## src/rtl/systolic_result_drain.sv

```systemverilog
// ============================================================================
// Module      : systolic_result_drain
// Description : Captures a finished systolic result tile on the rising edge of
//               calc_done_flag and streams it out one row per valid/ready beat.
// Revision    : 1.0 - initial release
// ============================================================================
`default_nettype none

module systolic_result_drain #(
    parameter  int WIDTH      = 16,
    parameter  int ARR_HEIGHT = 4,
    parameter  int ARR_WIDTH  = 4,
    localparam int IDX_W      = (ARR_HEIGHT > 1) ? $clog2(ARR_HEIGHT) : 1
) (
    input  logic                                  clk,
    input  logic                                  reset,
    input  logic                                  calc_done_flag,
    input  logic [ARR_HEIGHT*ARR_WIDTH*WIDTH-1:0] out_c,
    output logic [ARR_WIDTH*WIDTH-1:0]            out_row_data,
    output logic [IDX_W-1:0]                      out_row_idx,
    output logic                                  out_valid,
    input  logic                                  out_ready,
    output logic                                  out_last,
    output logic                                  busy,
    output logic                                  overrun,
    output logic [15:0]                           tile_count
);

    localparam int               c_ROW_W    = ARR_WIDTH * WIDTH;
    localparam logic [IDX_W-1:0] c_LAST_ROW = IDX_W'(ARR_HEIGHT - 1);

    typedef enum logic [0:0] {
        ST_IDLE  = 1'b0,
        ST_DRAIN = 1'b1
    } state_t;

    state_t                                r_state;
    state_t                                w_state_nxt;
    logic                                  r_done_q;
    logic [ARR_HEIGHT*ARR_WIDTH*WIDTH-1:0] r_snap;
    logic [IDX_W-1:0]                      r_row;
    logic                                  r_overrun;
    logic [15:0]                           r_tile_count;

    logic                                  w_rise;
    logic                                  w_xfer;
    logic                                  w_at_last;
    logic [c_ROW_W-1:0]                    w_rows [ARR_HEIGHT];

    assign w_rise    = calc_done_flag & ~r_done_q;
    assign w_xfer    = (r_state == ST_DRAIN) & out_ready;
    assign w_at_last = (r_row == c_LAST_ROW);

    generate
        for (genvar r = 0; r < ARR_HEIGHT; r++) begin : g_rows
            assign w_rows[r] = r_snap[r*c_ROW_W +: c_ROW_W];
        end
    endgenerate

    always_comb begin
        w_state_nxt = r_state;
        case (r_state)
            ST_IDLE:  if (w_rise) w_state_nxt = ST_DRAIN;
            // A rise coinciding with the last transfer chains straight into the next tile
            ST_DRAIN: if (w_xfer && w_at_last && !w_rise) w_state_nxt = ST_IDLE;
            default:  w_state_nxt = ST_IDLE;
        endcase
    end

    always_ff @(posedge clk) begin
        if (reset) begin
            r_state      <= ST_IDLE;
            r_done_q     <= 1'b0;
            r_snap       <= '0;
            r_row        <= '0;
            r_overrun    <= 1'b0;
            r_tile_count <= '0;
        end else begin
            r_state  <= w_state_nxt;
            r_done_q <= calc_done_flag;
            if (r_state == ST_IDLE) begin
                if (w_rise) begin
                    r_snap <= out_c;
                    r_row  <= '0;
                end
            end else begin
                if (w_xfer) begin
                    if (w_at_last) begin
                        r_tile_count <= r_tile_count + 16'd1;
                        r_row        <= '0;
                        if (w_rise) r_snap <= out_c;
                    end else begin
                        r_row <= r_row + IDX_W'(1);
                    end
                end
                // Tile arriving mid-drain has nowhere to go
                if (w_rise && !(w_xfer && w_at_last)) r_overrun <= 1'b1;
            end
        end
    end

    assign out_valid    = (r_state == ST_DRAIN);
    assign busy         = (r_state == ST_DRAIN);
    assign out_row_data = w_rows[r_row];
    assign out_row_idx  = r_row;
    assign out_last     = (r_state == ST_DRAIN) & w_at_last;
    assign overrun      = r_overrun;
    assign tile_count   = r_tile_count;

endmodule

`default_nettype wire
```

## config.mk

```make
export PLATFORM = sky130hd
export DESIGN_NAME = systolic_result_drain
export DESIGN_NICKNAME = d
export VERILOG_FILES = /design/src/rtl/systolic_result_drain.sv
export SDC_FILE = /design/constraint.sdc
export NUM_CORES = 1
export LEC_CHECK = 0
export ABC_AREA = 1
export BUFFER_PORTS_ARGS = -buffer_cell sky130_fd_sc_hd__buf_2
export CAP_MARGIN = 15
export CORE_ASPECT_RATIO = 1.1
export CORE_UTILIZATION = 47
export CTS_CLUSTER_DIAMETER = 30
export DETAILED_ROUTE_END_ITERATION = 10
export PLACE_DENSITY = 0.77
export SETUP_SLACK_MARGIN = 0.02
export SLEW_MARGIN = 20
export SYNTH_ARGS = -nofsm -noshare
export SYNTH_HDL_FRONTEND = slang
export SYNTH_SLANG_ARGS = --single-unit
```

## constraint.sdc

```tcl
create_clock -name clk -period 1.5 [get_ports clk]
set_input_delay 0.3 -clock clk [delete_from_list [all_inputs] [get_ports clk]]
set_output_delay 0.3 -clock clk [all_outputs]
set_load 0.05 [all_outputs]
```

==> results of run 1 <==
## cell usage after synthesis, types with 2 or more instances
master | number | area, um^2
nor3_1 | 2 | 10.0
inv_1 | 16 | 60.1
nor2_1 | 669 | 2510
clkbuf_2 | 2 | 10.0
a21oi_1 | 13 | 65.1
xor2_1 | 2 | 17.5
buf_2 | 45 | 225
nand4_1 | 5 | 31.3
clkbuf_1 | 50 | 188
inv_2 | 4 | 15.0
o21ai_0 | 382 | 1910
ha_1 | 3 | 37.5
dfxtp_1 | 277 | 5550
nand3_1 | 10 | 50.1
nand2_2 | 4 | 25.0
buf_4 | 8 | 60.1
nand2_1 | 33 | 124
nor2_4 | 3 | 33.8
o22ai_1 | 64 | 400
buf_6 | 23 | 259
o21ai_1 | 6 | 30.0
## logic make-up after synthesis
logic type | after synthesis
xor+xnor | 2
flops | 277
simple gates | 727
fa+ha+maj | 3
buf+inv | 149
compound gates | 466
## per-stage QoR
| stage | TNS [ps] | util | instances |
|---|---|---|---|
| floorplan | -9340 | - | 1624 |
| detailed placement | -29680 | 0.641 | 2227 |
| CTS | -113450 | 0.919 | 2618 |
| global placement | -17950 | 0.641 | 2227 |
## what timing repair did
item                                    CTS
endpoints found under the setup margin  352
resized for setup                       370
pin swaps                                24
hold endpoints to repair                216
cloned                                   43
hold buffers                            216
buffers inserted                         26
==> results.sh, run 1 <==
export IMPL_outcome="aborted with a tool error"
export IMPL_haltStage="global routing"
export IMPL_error="[ERROR GRT-0183] Net net521: the 3D maze router ran out of legal paths (heap underflow) - the net is boxed in by local congestion or blockages."
export IMPL_yosys_register_bits=277
export IMPL_synthFlopType="dfxtp_1"
export IMPL_die_h_um=167
export IMPL_synth_async_reset_ratio=0
export IMPL_yosysUniqueCellTypes=24
export IMPL_dp_hpwl_um=25000
export IMPL_synthMuxAreaShare=0
export IMPL_syn_cell_area_um2=11600
export IMPL_fp_row_count=60
export IMPL_synthXorXnorAreaFrac=0.00151
export IMPL_cts_root_buf="clkbuf_16"
export IMPL_avgSynthCellArea_um2=7.16
export IMPL_yosys_area_share_adder=0.00323
export IMPL_placed_cell_area_um2=15600
export IMPL_synth_enable_flop_cells=0
export IMPL_cts_buffer_depth=3
export IMPL_synthCells=1624
export IMPL_yosysSeqAreaShare=0.477
export IMPL_clock_sinks=277
export IMPL_pre_cts_slack_ps=-231
export IMPL_port_buffers=345
export IMPL_htreeDepth=2
export IMPL_grt_start_max_net_pins=48
export IMPL_synth_compound_area_share=0.208
export IMPL_io_pins=346
export IMPL_cts_inserted_buffers=58
export IMPL_start_util=0.477
export IMPL_synth_simple_area_share=0.240
export IMPL_die_x_um=152
export IMPL_synth_top_family_by_area="simple AND/OR/NAND/NOR gates"
export IMPL_routabilityCongestion=0.875
export IMPL_yosys_warnings=0
export IMPL_synth_fp_nets=1887
==> run 2: changes to the inputs <==
--- a/config.mk
+++ b/config.mk
@@ -8,12 +8,9 @@
 export ABC_AREA = 1
 export BUFFER_PORTS_ARGS = -buffer_cell sky130_fd_sc_hd__buf_2
 export CAP_MARGIN = 15
-export CORE_ASPECT_RATIO = 1.1
-export CORE_UTILIZATION = 47
-export CTS_CLUSTER_DIAMETER = 30
+export CORE_UTILIZATION = 40
 export DETAILED_ROUTE_END_ITERATION = 10
-export PLACE_DENSITY = 0.77
-export SETUP_SLACK_MARGIN = 0.02
+export PLACE_DENSITY_LB_ADDON = 0.15
 export SLEW_MARGIN = 20
 export SYNTH_ARGS = -nofsm -noshare
 export SYNTH_HDL_FRONTEND = slang
==> constraint.sdc (replaced) <==
create_clock -name clk -period 1.95 [get_ports clk]
set_input_delay 0.39 -clock clk [delete_from_list [all_inputs] [get_ports clk]]
set_output_delay 0.39 -clock clk [all_outputs]
set_load 0.05 [all_outputs]
==> run 2 against run 1 <==
The flow now finishes, with violations (negative setup slack). Synthesized area did not move. Synthesized cell count unchanged.
==> results.sh, run 2 <==
export IMPL_outcome="finished with violations"
export IMPL_violations="negative setup slack"
export IMPL_synth_area_leaders="dfxtp_1, nor2_1, o21ai_0"
export IMPL_drt_pass1_iterations=7
export IMPL_multi_input_area_um2=6500
export IMPL_synth_fp_nets=1887
export IMPL_skew_ps=9.04
export IMPL_die_x_um=172
export IMPL_path_class="flop to output pin"
export IMPL_cts_tree="done"
export IMPL_fill_cells=2667
export IMPL_grt_pass1_wl_um=57400
export IMPL_hold_slack_ps=63.2
export IMPL_yosysUniqueCellTypes=24
export IMPL_relSlewSlack=0.709
export IMPL_yosysSeqAreaShare=0.477
export IMPL_fin_ws_ps=-286
export IMPL_synthCells=1624
export IMPL_yosys_warnings=0
export IMPL_arrival_ps=1850
export IMPL_synthDominantCellAreaShare=0.477
export IMPL_top_usage_layer="met2"
export IMPL_via_count=12000
export IMPL_synth_most_common_cell="nor2_1"
export IMPL_syn2layout_area_growth_pct=43.9
export IMPL_routed_wl_um=39200
export IMPL_cts_buffer_depth=3
export IMPL_synth_area_leader_cell="dfxtp_1"
export IMPL_avgSynthCellArea_um2=7.16
export IMPL_setup_viol=144
export IMPL_drc=0
export IMPL_start_util=0.406
export IMPL_clock_sinks=277
export IMPL_power_density_nw_per_um2=937
export IMPL_worst_path_max_fanout=13
export IMPL_htreeDepth=1
export IMPL_drive_gt1_frac=0.319
export IMPL_syn_cell_area_um2=11600
export IMPL_rsz0062_at_grt="yes"
export IMPL_startpoint_type="flop"
export IMPL_cts_inserted_buffers=31
export IMPL_wl_per_cell_um=16.7
export IMPL_antenna_found_initial=10
export IMPL_post_route_period_util=1.15
export IMPL_routabilityCongestion=0.818
export IMPL_cap_viol_max_count=0
export IMPL_io_pins=346
export IMPL_final_cell_mix="nor2_1, o21ai_0, buf_2, dfxtp_1, o22ai_4"
export IMPL_fp_row_count=62
export IMPL_p_leak_nw=7.35
export IMPL_ir_drop_v=0.000651
export IMPL_yosys_register_bits=277
export IMPL_min_period_ps=2240
export IMPL_synthFlopType="dfxtp_1"
export IMPL_synth_commonest_cells="nor2_1, o21ai_0, dfxtp_1"
export IMPL_use_met3=0.0485
export IMPL_layout_commonest_cell="nor2_1"
export IMPL_drtAntennaViolNets=0
export IMPL_tightest_slew_ps=432
export IMPL_synth_enable_flop_cells=0
export IMPL_avgViaCountPerCell=5.14
export IMPL_largest_register="r_snap"
export IMPL_port_buffers=345
export IMPL_grt_ovfl_total=0
export IMPL_endpoint_kind="output pin"
export IMPL_final_max_slew_viol_count=0
export IMPL_grt_start_max_net_pins=107
export IMPL_hold_class="input port to flop"
export IMPL_path_clk_slew_ps=60
export IMPL_die_h_um=172
export IMPL_grt_use_met2=0.374
export IMPL_fin_area_um2=16700
export IMPL_seqCellArea_um2=5550
export IMPL_cts_root_buf="clkbuf_16"
export IMPL_drt_iter0_drc=898
export IMPL_total_power_mw=15.7
export IMPL_use_met1=0.331
export IMPL_cp_required_ps=1560
export IMPL_fin_nets=2187
export IMPL_clock_latency_ps=540
export IMPL_core_um2=28600
export IMPL_max_freq_mhz=447
export IMPL_hold_violations=0
export IMPL_dp_hpwl_um=24000
export IMPL_largest_reg_flops=256
export IMPL_placed_cell_area_um2=14500
export IMPL_synth_async_reset_ratio=0
export IMPL_dieArea_um2=29800
export IMPL_grt_pass1_vias=11000
export IMPL_grt_use_total=0.240
-- run 2: power by group --
part	switching (mW)	total, mW	internal (mW)	leakage [nW]
combinational	2.04	3.36	1.32	4.55
clock	2.36	5.95	3.59	0.514
sequential	0.256	6.36	6.11	2.29
-- run 2: worst max-delay path: stages (launching register included) --
cell	delay, ps
dfxtp_4	480
inv_8	120
clkbuf_16	210
o21ai_1	220
o22ai_4	100
buf_6	160
-- run 2: worst paths after layout --
path                                                   from                          to  slack (ps)  cells past startpoint
worst max-delay path            out_row_idx[0]$_SDFFE_PP0P_             out_row_data[8]        -290                      5
worst min-delay path                             out_c[239]    r_snap[239]$_SDFFE_PP0P_          60                      3
worst min register to register   tile_count[3]$_SDFFE_PP0P_  tile_count[3]$_SDFFE_PP0P_         490                      1
worst max register to register  out_row_idx[0]$_SDFFE_PP0P_    r_snap[140]$_SDFFE_PP0P_         -70                      8
-- run 2: cell families (layout without fill, tap and decap cells) --
kind of cell	Yosys count	count (layout)	synth area share
fa+ha+maj	3	3	0.00323
simple gates	727	727	0.240
buf+inv	149	473	0.0706
other cells	0	9	0
xor+xnor	2	2	0.00151
flops	277	277	0.477
compound gates	466	466	0.208
-- run 2: repair_timing --
action,in CTS,in global routing
cloned,1,10
setup endpoints to repair,65,177
pin swaps,1,2
hold buffers,0,0
gates resized for setup,216,133
setup buffers,3,1
-- run 2: metal layers --
| metal | up-vias | wire length, um |
|---|---|---|
| met5 | - | 20 |
| met4 | 4 | 874 |
| met3 | 59 | 2620 |
| met2 | 386 | 17900 |
| met1 | 5621 | 17700 |
| li1 | 5953 | - |
-- run 2: area by class of cell --
class	instances	area share
Multi-Input combinational cell	1198	0.388
Sequential cell	277	0.332
Timing Repair Buffer	395	0.181
Clock buffer	41	0.0510
Tap cell	384	0.0287
Clock inverter	16	0.0113
Inverter	21	0.00621
Antenna cell	9	0.00135
-- run 2: through the flow --
| stage | cells | setup slack [ps] | util | setup TNS (ps) |
|---|---|---|---|---|
| global placement | 2260 | 45.8 | 0.507 | 0 |
| global route | 2338 | -353 | 0.584 | -39240 |
| floorplan | 1624 | 49.5 | - | 0 |
| detailed placement | 2260 | 84.1 | 0.507 | 0 |
| finish | 2341 | -286 | 0.584 | -17050 |
| CTS | 2321 | -333 | 0.562 | -17510 |
Note: power is estimated with default switching activity, not from simulation.
==> run 3: changes to the inputs <==
==> constraint.sdc (replaced) <==
create_clock -name clk -period 2.15 [get_ports clk]
set_input_delay 0.43 -clock clk [delete_from_list [all_inputs] [get_ports clk]]
set_output_delay 0.43 -clock clk [all_outputs]
set_load 0.05 [all_outputs]
==> run 3 against run 2 <==
The flow still finishes with violations (negative setup slack). Utilization decreased by 1.2 points. Via count increased by 1.6%. Worst setup slack improved by 210 ps. Register-to-register slack better by 160 ps. Design area decreased by 2.0%. First-iteration DRC count grew 9.8%. Die area did not move. Routed wire length is 7.1% higher. Hold slack improved by 84 ps. Sequential power decreased by 9.4%. Critical path type unchanged. Largest power group is now clock. Highest routed layer unchanged.
==> results.sh, run 3 (synthesis results as in run 2) <==
export IMPL_clock_sinks=277
export IMPL_fp_row_count=62
export IMPL_post_route_period_util=1.04
export IMPL_use_met3=0.0609
export IMPL_outcome="finished with violations"
export IMPL_holdPathStages=3
export IMPL_p_int_mw=10.5
export IMPL_cts_inserted_buffers=34
export IMPL_swShare=0.285
export IMPL_core_um2=28600
export IMPL_routabilityCongestion=0.801
export IMPL_finish_utilization=0.573
export IMPL_routed_wl_um=42000
export IMPL_hold_violations=0
export IMPL_grt_use_met2=0.397
export IMPL_layout_commonest_cell="nor2_1"
export IMPL_grt_ovfl_total=0
export IMPL_dp_hpwl_um=23700
export IMPL_avgViaCountPerCell=5.18
export IMPL_grt_pass1_vias=11200
export IMPL_via_count=12200
export IMPL_grt_pass1_wl_um=60300
export IMPL_drc=0
export IMPL_antenna_found_initial=14
export IMPL_die_h_um=172
export IMPL_use_met1=0.350
export IMPL_cap_viol_max_count=0
export IMPL_clock_latency_ps=500
export IMPL_worst_path_buf_inv=3
export IMPL_crit_chain="inv_8 > buf_16 > nor2_1 > o22ai_2 > buf_6"
export IMPL_wl_per_cell_um=17.8
export IMPL_top_usage_layer="met2"
export IMPL_final_cell_mix="nor2_1, o21ai_0, buf_2, dfxtp_1, o21ai_1"
export IMPL_startpoint_type="flop"
export IMPL_tightest_slew_ps=527
export IMPL_drive_gt1_frac=0.287
export IMPL_skew_ps=11.2
export IMPL_max_stage_delay_ps=400
export IMPL_syn2layout_area_growth_pct=41.0
export IMPL_cts_buffer_depth=3
export IMPL_power_density_nw_per_um2=897
export IMPL_cts_hold_buf=0
export IMPL_p_leak_nw=7.52
export IMPL_hold_class="input port to flop"
export IMPL_path_class="flop to output pin"
export IMPL_max_freq_mhz=449
export IMPL_port_buffers=345
export IMPL_htreeDepth=2
export IMPL_rsz0062_at_grt="yes"
export IMPL_start_util=0.406
export IMPL_power_switching_mw=4.19
export IMPL_cp_required_ps=1720
export IMPL_violations="negative setup slack"
export IMPL_cp_depth=5
export IMPL_r2r_cells=8
export IMPL_die_x_um=172
export IMPL_cts_root_buf="clkbuf_16"
export IMPL_fin_ws_ps=-77.3
export IMPL_worst_path_max_fanout=26
export IMPL_fin_nets=2199
export IMPL_grt_use_total=0.258
export IMPL_final_max_slew_viol_count=0
export IMPL_seqPwrFrac=0.392
export IMPL_drt_iter0_drc=986
export IMPL_hold_slack_ps=148
export IMPL_io_pins=346
export IMPL_critPathTopFamily="buffers and inverters"
export IMPL_dieArea_um2=29800
export IMPL_arrival_ps=1800
export IMPL_largest_register="r_snap"
export IMPL_drtAntennaViolNets=0
export IMPL_setup_viol=31
export IMPL_largest_reg_flops=256
export IMPL_ir_drop_v=0.000655
export IMPL_min_period_ps=2230
export IMPL_comb_power_share=0.190
export IMPL_grt_start_max_net_pins=101
export IMPL_worst_path_max_delay_cell="dfxtp_4"
export IMPL_cts_tree="done"
export IMPL_pwr_share_clk=0.419
export IMPL_endpoint_kind="output pin"
export IMPL_drt_pass1_iterations=7
export IMPL_relSlewSlack=0.648
export IMPL_path_clk_slew_ps=60
## run 3: final cells by class
| type | instances | area (um^2) |
|---|---|---|
| clock inverter | 10 | 150 |
| antenna | 13 | 32.5 |
| multi-input combinational | 1198 | 5770 |
| fill | 2655 | 12200 |
| inverter | 21 | 120 |
| clock buffer | 51 | 1070 |
| sequential | 277 | 5550 |
| tap | 384 | 480 |
| timing repair buffer | 404 | 3220 |
## run 3: worst register-to-register path, cell delays in order, from the launching register on
cell and delay, ps:
dfxtp_4 450, buf_4 160, buf_4 120, ha_1 210
nand3_1 200, nand2_8 180, buf_12 300, o21ai_0 250
nor2_1 140
## run 3: timing repair
action                                  in CTS  in global routing
gates resized for setup                    225                 56
endpoints found under the setup margin      65                114
setup buffers                                8                  2
hold endpoints to repair                     0                  0
pin swaps                                    4                  7
cloned                                       9                 10
## run 3: power groups by stage
stage / clock network (mW) / logic, mW / registers (mW)
2_1_floorplan: 0 / 1.71 / 5.78
3_3_place_gp: 0 / 2.35 / 5.83
3_5_place_dp: 0 / 2.37 / 5.83
4_1_cts: 6.25 / 2.73 / 5.74
5_1_grt: 6.48 / 3.00 / 5.79
6_report: 6.15 / 2.79 / 5.76
## run 3: metrics by stage
step	area [um^2]	power, mW	instances	worst slack [ps]	setup TNS (ps)
floorplan	12000	7.49	1624	73.8	0
global placement	14000	8.19	2256	336	0
detailed placement	14000	8.20	2256	312	0
CTS	16000	14.7	2334	-65.7	-1920
global route	16400	15.3	2355	-126	-3930
finish	16400	14.7	2358	-77.3	-620
## run 3: per-layer routing
layer	vias up	wire, um
met1	5628	18900
met2	494	18500
met3	91	3270
met4	6	1290
li1	5998	-
met5	-	40
## run 3: final timing paths
path | startpoint | to | slack [ps]
min | out_c[106] | r_snap[106]$_SDFFE_PP0P_ | 150
min reg2reg | overrun$_SDFFE_PP0P_ | overrun$_SDFFE_PP0P_ | 470
max reg2reg | out_row_idx[0]$_SDFFE_PP0P_ | r_snap[162]$_SDFFE_PP0P_ | 90
max | out_row_idx[0]$_SDFFE_PP0P_ | out_row_data[33] | -80
==> run 4: changes to the inputs <==
--- a/config.mk
+++ b/config.mk
@@ -5,7 +5,6 @@
 export SDC_FILE = /design/constraint.sdc
 export NUM_CORES = 1
 export LEC_CHECK = 0
-export ABC_AREA = 1
 export BUFFER_PORTS_ARGS = -buffer_cell sky130_fd_sc_hd__buf_2
 export CAP_MARGIN = 15
 export CORE_UTILIZATION = 40
==> run 4 against run 3 <==
Critical endpoint is now out_row_data[21]. Combinational power decreased by 35%. Utilization decreased by 1.3 points. Sequential power decreased by 3.5%. Count of clock-buffer cells in the layout increased by 1. Sequential share of layout area increased by 2.6 points. Critical path type unchanged. The flow still finishes with violations (negative setup slack). Routed wire length decreased by 22%. Synthesized cell count decreased by 20%.
==> results.sh, run 4 <==
export IMPL_outcome="finished with violations"
export IMPL_violations="negative setup slack"
export IMPL_cts_inserted_buffers=34
export IMPL_skew_ps=13.2
export IMPL_grt_use_total=0.218
export IMPL_syn2layout_area_growth_pct=35.9
export IMPL_worst_path_buf_inv=3
export IMPL_final_cells=2020
export IMPL_dp_cells=1934
export IMPL_synthFlopType="dfxtp_1"
export IMPL_grt_ovfl_total=0
export IMPL_setup_viol=64
export IMPL_yosys_register_bits=277
export IMPL_synth_enable_flop_cells=0
export IMPL_worstHoldStart="out_c[71]"
export IMPL_routed_wl_um=32900
export IMPL_hold_violations=0
export IMPL_synth_area_leader_cell="dfxtp_1"
export IMPL_drc=0
export IMPL_timing_rr_end="r_snap[208]$_SDFFE_PP0P_"
export IMPL_grt_pass1_vias=9629
export IMPL_fp_row_count=60
export IMPL_r2r_start="out_row_idx[0]$_SDFFE_PP0P_"
export IMPL_holdPathStages=3
export IMPL_die_x_um=169
export IMPL_swShare=0.254
export IMPL_layout_commonest_cell="nand2_1"
export IMPL_path_clk_slew_ps=60
export IMPL_worst_path_max_fanout=7
export IMPL_grt_pass1_wl_um=49900
export IMPL_routabilityCongestion=0.809
export IMPL_fill_cells=2604
export IMPL_fin_nets=1880
export IMPL_yosysUniqueCellTypes=33
export IMPL_grt_start_max_net_pins=97
export IMPL_max_freq_mhz=429
export IMPL_hold_class="input port to flop"
export IMPL_die_h_um=169
export IMPL_startpoint_type="flop"
export IMPL_yosysSeqAreaShare=0.495
export IMPL_fin_ws_ps=-183
export IMPL_synth_commonest_cells="nand2_1, dfxtp_1, a21oi_1"
export IMPL_seqPwrFrac=0.431
export IMPL_cp_required_ps=1720
export IMPL_via_count=10100
export IMPL_synth_async_reset_ratio=0
export IMPL_comb_power_share=0.139
export IMPL_p_leak_nw=6.13
export IMPL_crit_chain="buf_12 > buf_16 > mux4_2 > buf_6"
export IMPL_dp_hpwl_um=21500
export IMPL_cts_buffer_depth=3
export IMPL_antenna_found_initial=14
export IMPL_min_period_ps=2330
export IMPL_drtAntennaViolNets=0
export IMPL_largest_reg_flops=256
export IMPL_hold_slack_ps=161
export IMPL_synth_area_leaders="dfxtp_1, nand2_1, mux4_2"
export IMPL_largest_register="r_snap"
export IMPL_rsz0062_at_grt="yes"
export IMPL_avgSynthCellArea_um2=8.64
export IMPL_arrival_ps=1900
export IMPL_drt_pass1_iterations=5
export IMPL_path_class="flop to output pin"
export IMPL_pwr_share_clk=0.429
export IMPL_final_cell_mix="nand2_1, buf_2, dfxtp_1, a21oi_1, buf_6"
export IMPL_fin_area_um2=15200
export IMPL_finish_utilization=0.560
export IMPL_cts_tree="done"
export IMPL_power_switching_mw=3.27
export IMPL_tightest_slew_ps=463
export IMPL_dieArea_um2=28700
export IMPL_total_power_mw=12.9
export IMPL_r2r_slack_ps=150
export IMPL_cts_hold_buf=0
export IMPL_drt_iter0_drc=683
export IMPL_relSlewSlack=0.691
export IMPL_final_max_slew_viol_count=0
export IMPL_synthDominantCellAreaShare=0.495
export IMPL_synth_most_common_cell="nand2_1"
export IMPL_r2r_cells=9
export IMPL_p_int_mw=9.61
export IMPL_ir_drop_v=0.000467
export IMPL_htreeDepth=2
export IMPL_hold_path_end="r_snap[71]$_SDFFE_PP0P_"
export IMPL_avgViaCountPerCell=5.01
export IMPL_max_stage_delay_ps=540
export IMPL_clock_sinks=277
export IMPL_core_um2=27200
export IMPL_start_util=0.412
export IMPL_placed_cell_area_um2=13300
export IMPL_cts_root_buf="clkbuf_16"
export IMPL_synth_fp_nets=1560
export IMPL_critPathTopFamily="multiplexers"
export IMPL_post_route_period_util=1.09
export IMPL_clock_latency_ps=500
export IMPL_io_pins=346
export IMPL_power_density_nw_per_um2=846
export IMPL_yosys_warnings=0
export IMPL_syn_cell_area_um2=11200
export IMPL_drive_gt1_frac=0.313
export IMPL_endpoint_kind="output pin"
export IMPL_worst_path_max_delay_cell="mux4_2"
export IMPL_cap_viol_max_count=0
export IMPL_wl_per_cell_um=16.3
export IMPL_port_buffers=345
export IMPL_synthCells=1297
==> run 4: cell types whose count changed after synthesis, moves of 16 or more <==
cell     previous run  this run
nor2_1            669        15
nand2_1            33       519
o21ai_0           382         4
a21oi_1            13       262
mux4_2              0        64
o22ai_1            64         0
buf_6              23         1
inv_1              16         0
==> run 4: worst register-to-register path, stage by stage, from the launching register on <==
cell and delay (ps):
dfxtp_4 370, buf_4 140, buf_8 130, ha_1 250, nand2_1 150, a21o_4 160, buf_4 190, buf_4 290
nand2_1 100, a21oi_1 150
==> run 4: final cells by class <==
class / count / area [um^2] / area share
Antenna cell: 12 / 30.0 / 0.00197
Multi-Input combinational cell: 914 / 5180 / 0.341
Tap cell: 372 / 465 / 0.0306
Sequential cell: 277 / 5550 / 0.365
Timing Repair Buffer: 390 / 2890 / 0.190
Clock buffer: 52 / 1070 / 0.0705
Clock inverter: 3 / 23.8 / 0.00156
==> run 4: what timing repair did <==
action,4_1_cts,5_1_grt
endpoints found under the setup margin,65,114
resized for setup,132,22
pin swaps,0,2
buffers inserted,6,5
cloned,3,5
==> run 4: worst max-delay path by stage <==
stage	startpoint	end	slack [ps]	cells past startpoint
floorplan	out_row_idx[0]$_SDFFE_PP0P_	out_row_data[25]	60	3
global placement	out_row_idx[0]$_SDFFE_PP0P_	out_row_data[28]	170	3
detailed placement	out_row_idx[0]$_SDFFE_PP0P_	out_row_data[21]	150	3
CTS	out_row_idx[0]$_SDFFE_PP0P_	out_row_data[37]	-210	4
global route	out_row_idx[0]$_SDFFE_PP0P_	out_row_data[21]	-240	4
finish	out_row_idx[0]$_SDFFE_PP0P_	out_row_data[21]	-180	4
==> run 4: per-stage QoR <==
step	setup TNS (ps)	setup slack, ps
after floorplan	0	59.6
after global placement	0	166
after detailed placement	0	145
after CTS	-11120	-210
after global routing	-12980	-240
final	-9230	-183
==> run 4: logic make-up after synthesis <==
group,count (synthesis),synth area share
compound gates,272,0.123
xor+xnor,10,0.00782
fa+ha+maj,3,0.00335
buf+inv,106,0.0437
flops,277,0.495
mux,65,0.130
simple gates,564,0.197
==> run 4: per-layer routing <==
layer  routed length (um)  track usage
met1                14100        0.285
met5                   26            0
met4                 1030       0.0924
met3                 2070       0.0490
met2                15600        0.348
==> run 4: power groups by stage <==
stage               Clock (mW)  Combinational (mW)  Sequential, mW
detailed placement           0                1.58            5.67
global placement             0                1.57            5.66
floorplan                    0                1.07            5.62
CTS                       5.66                1.74            5.55
finish                    5.53                1.80            5.56
global route              5.85                1.95            5.58
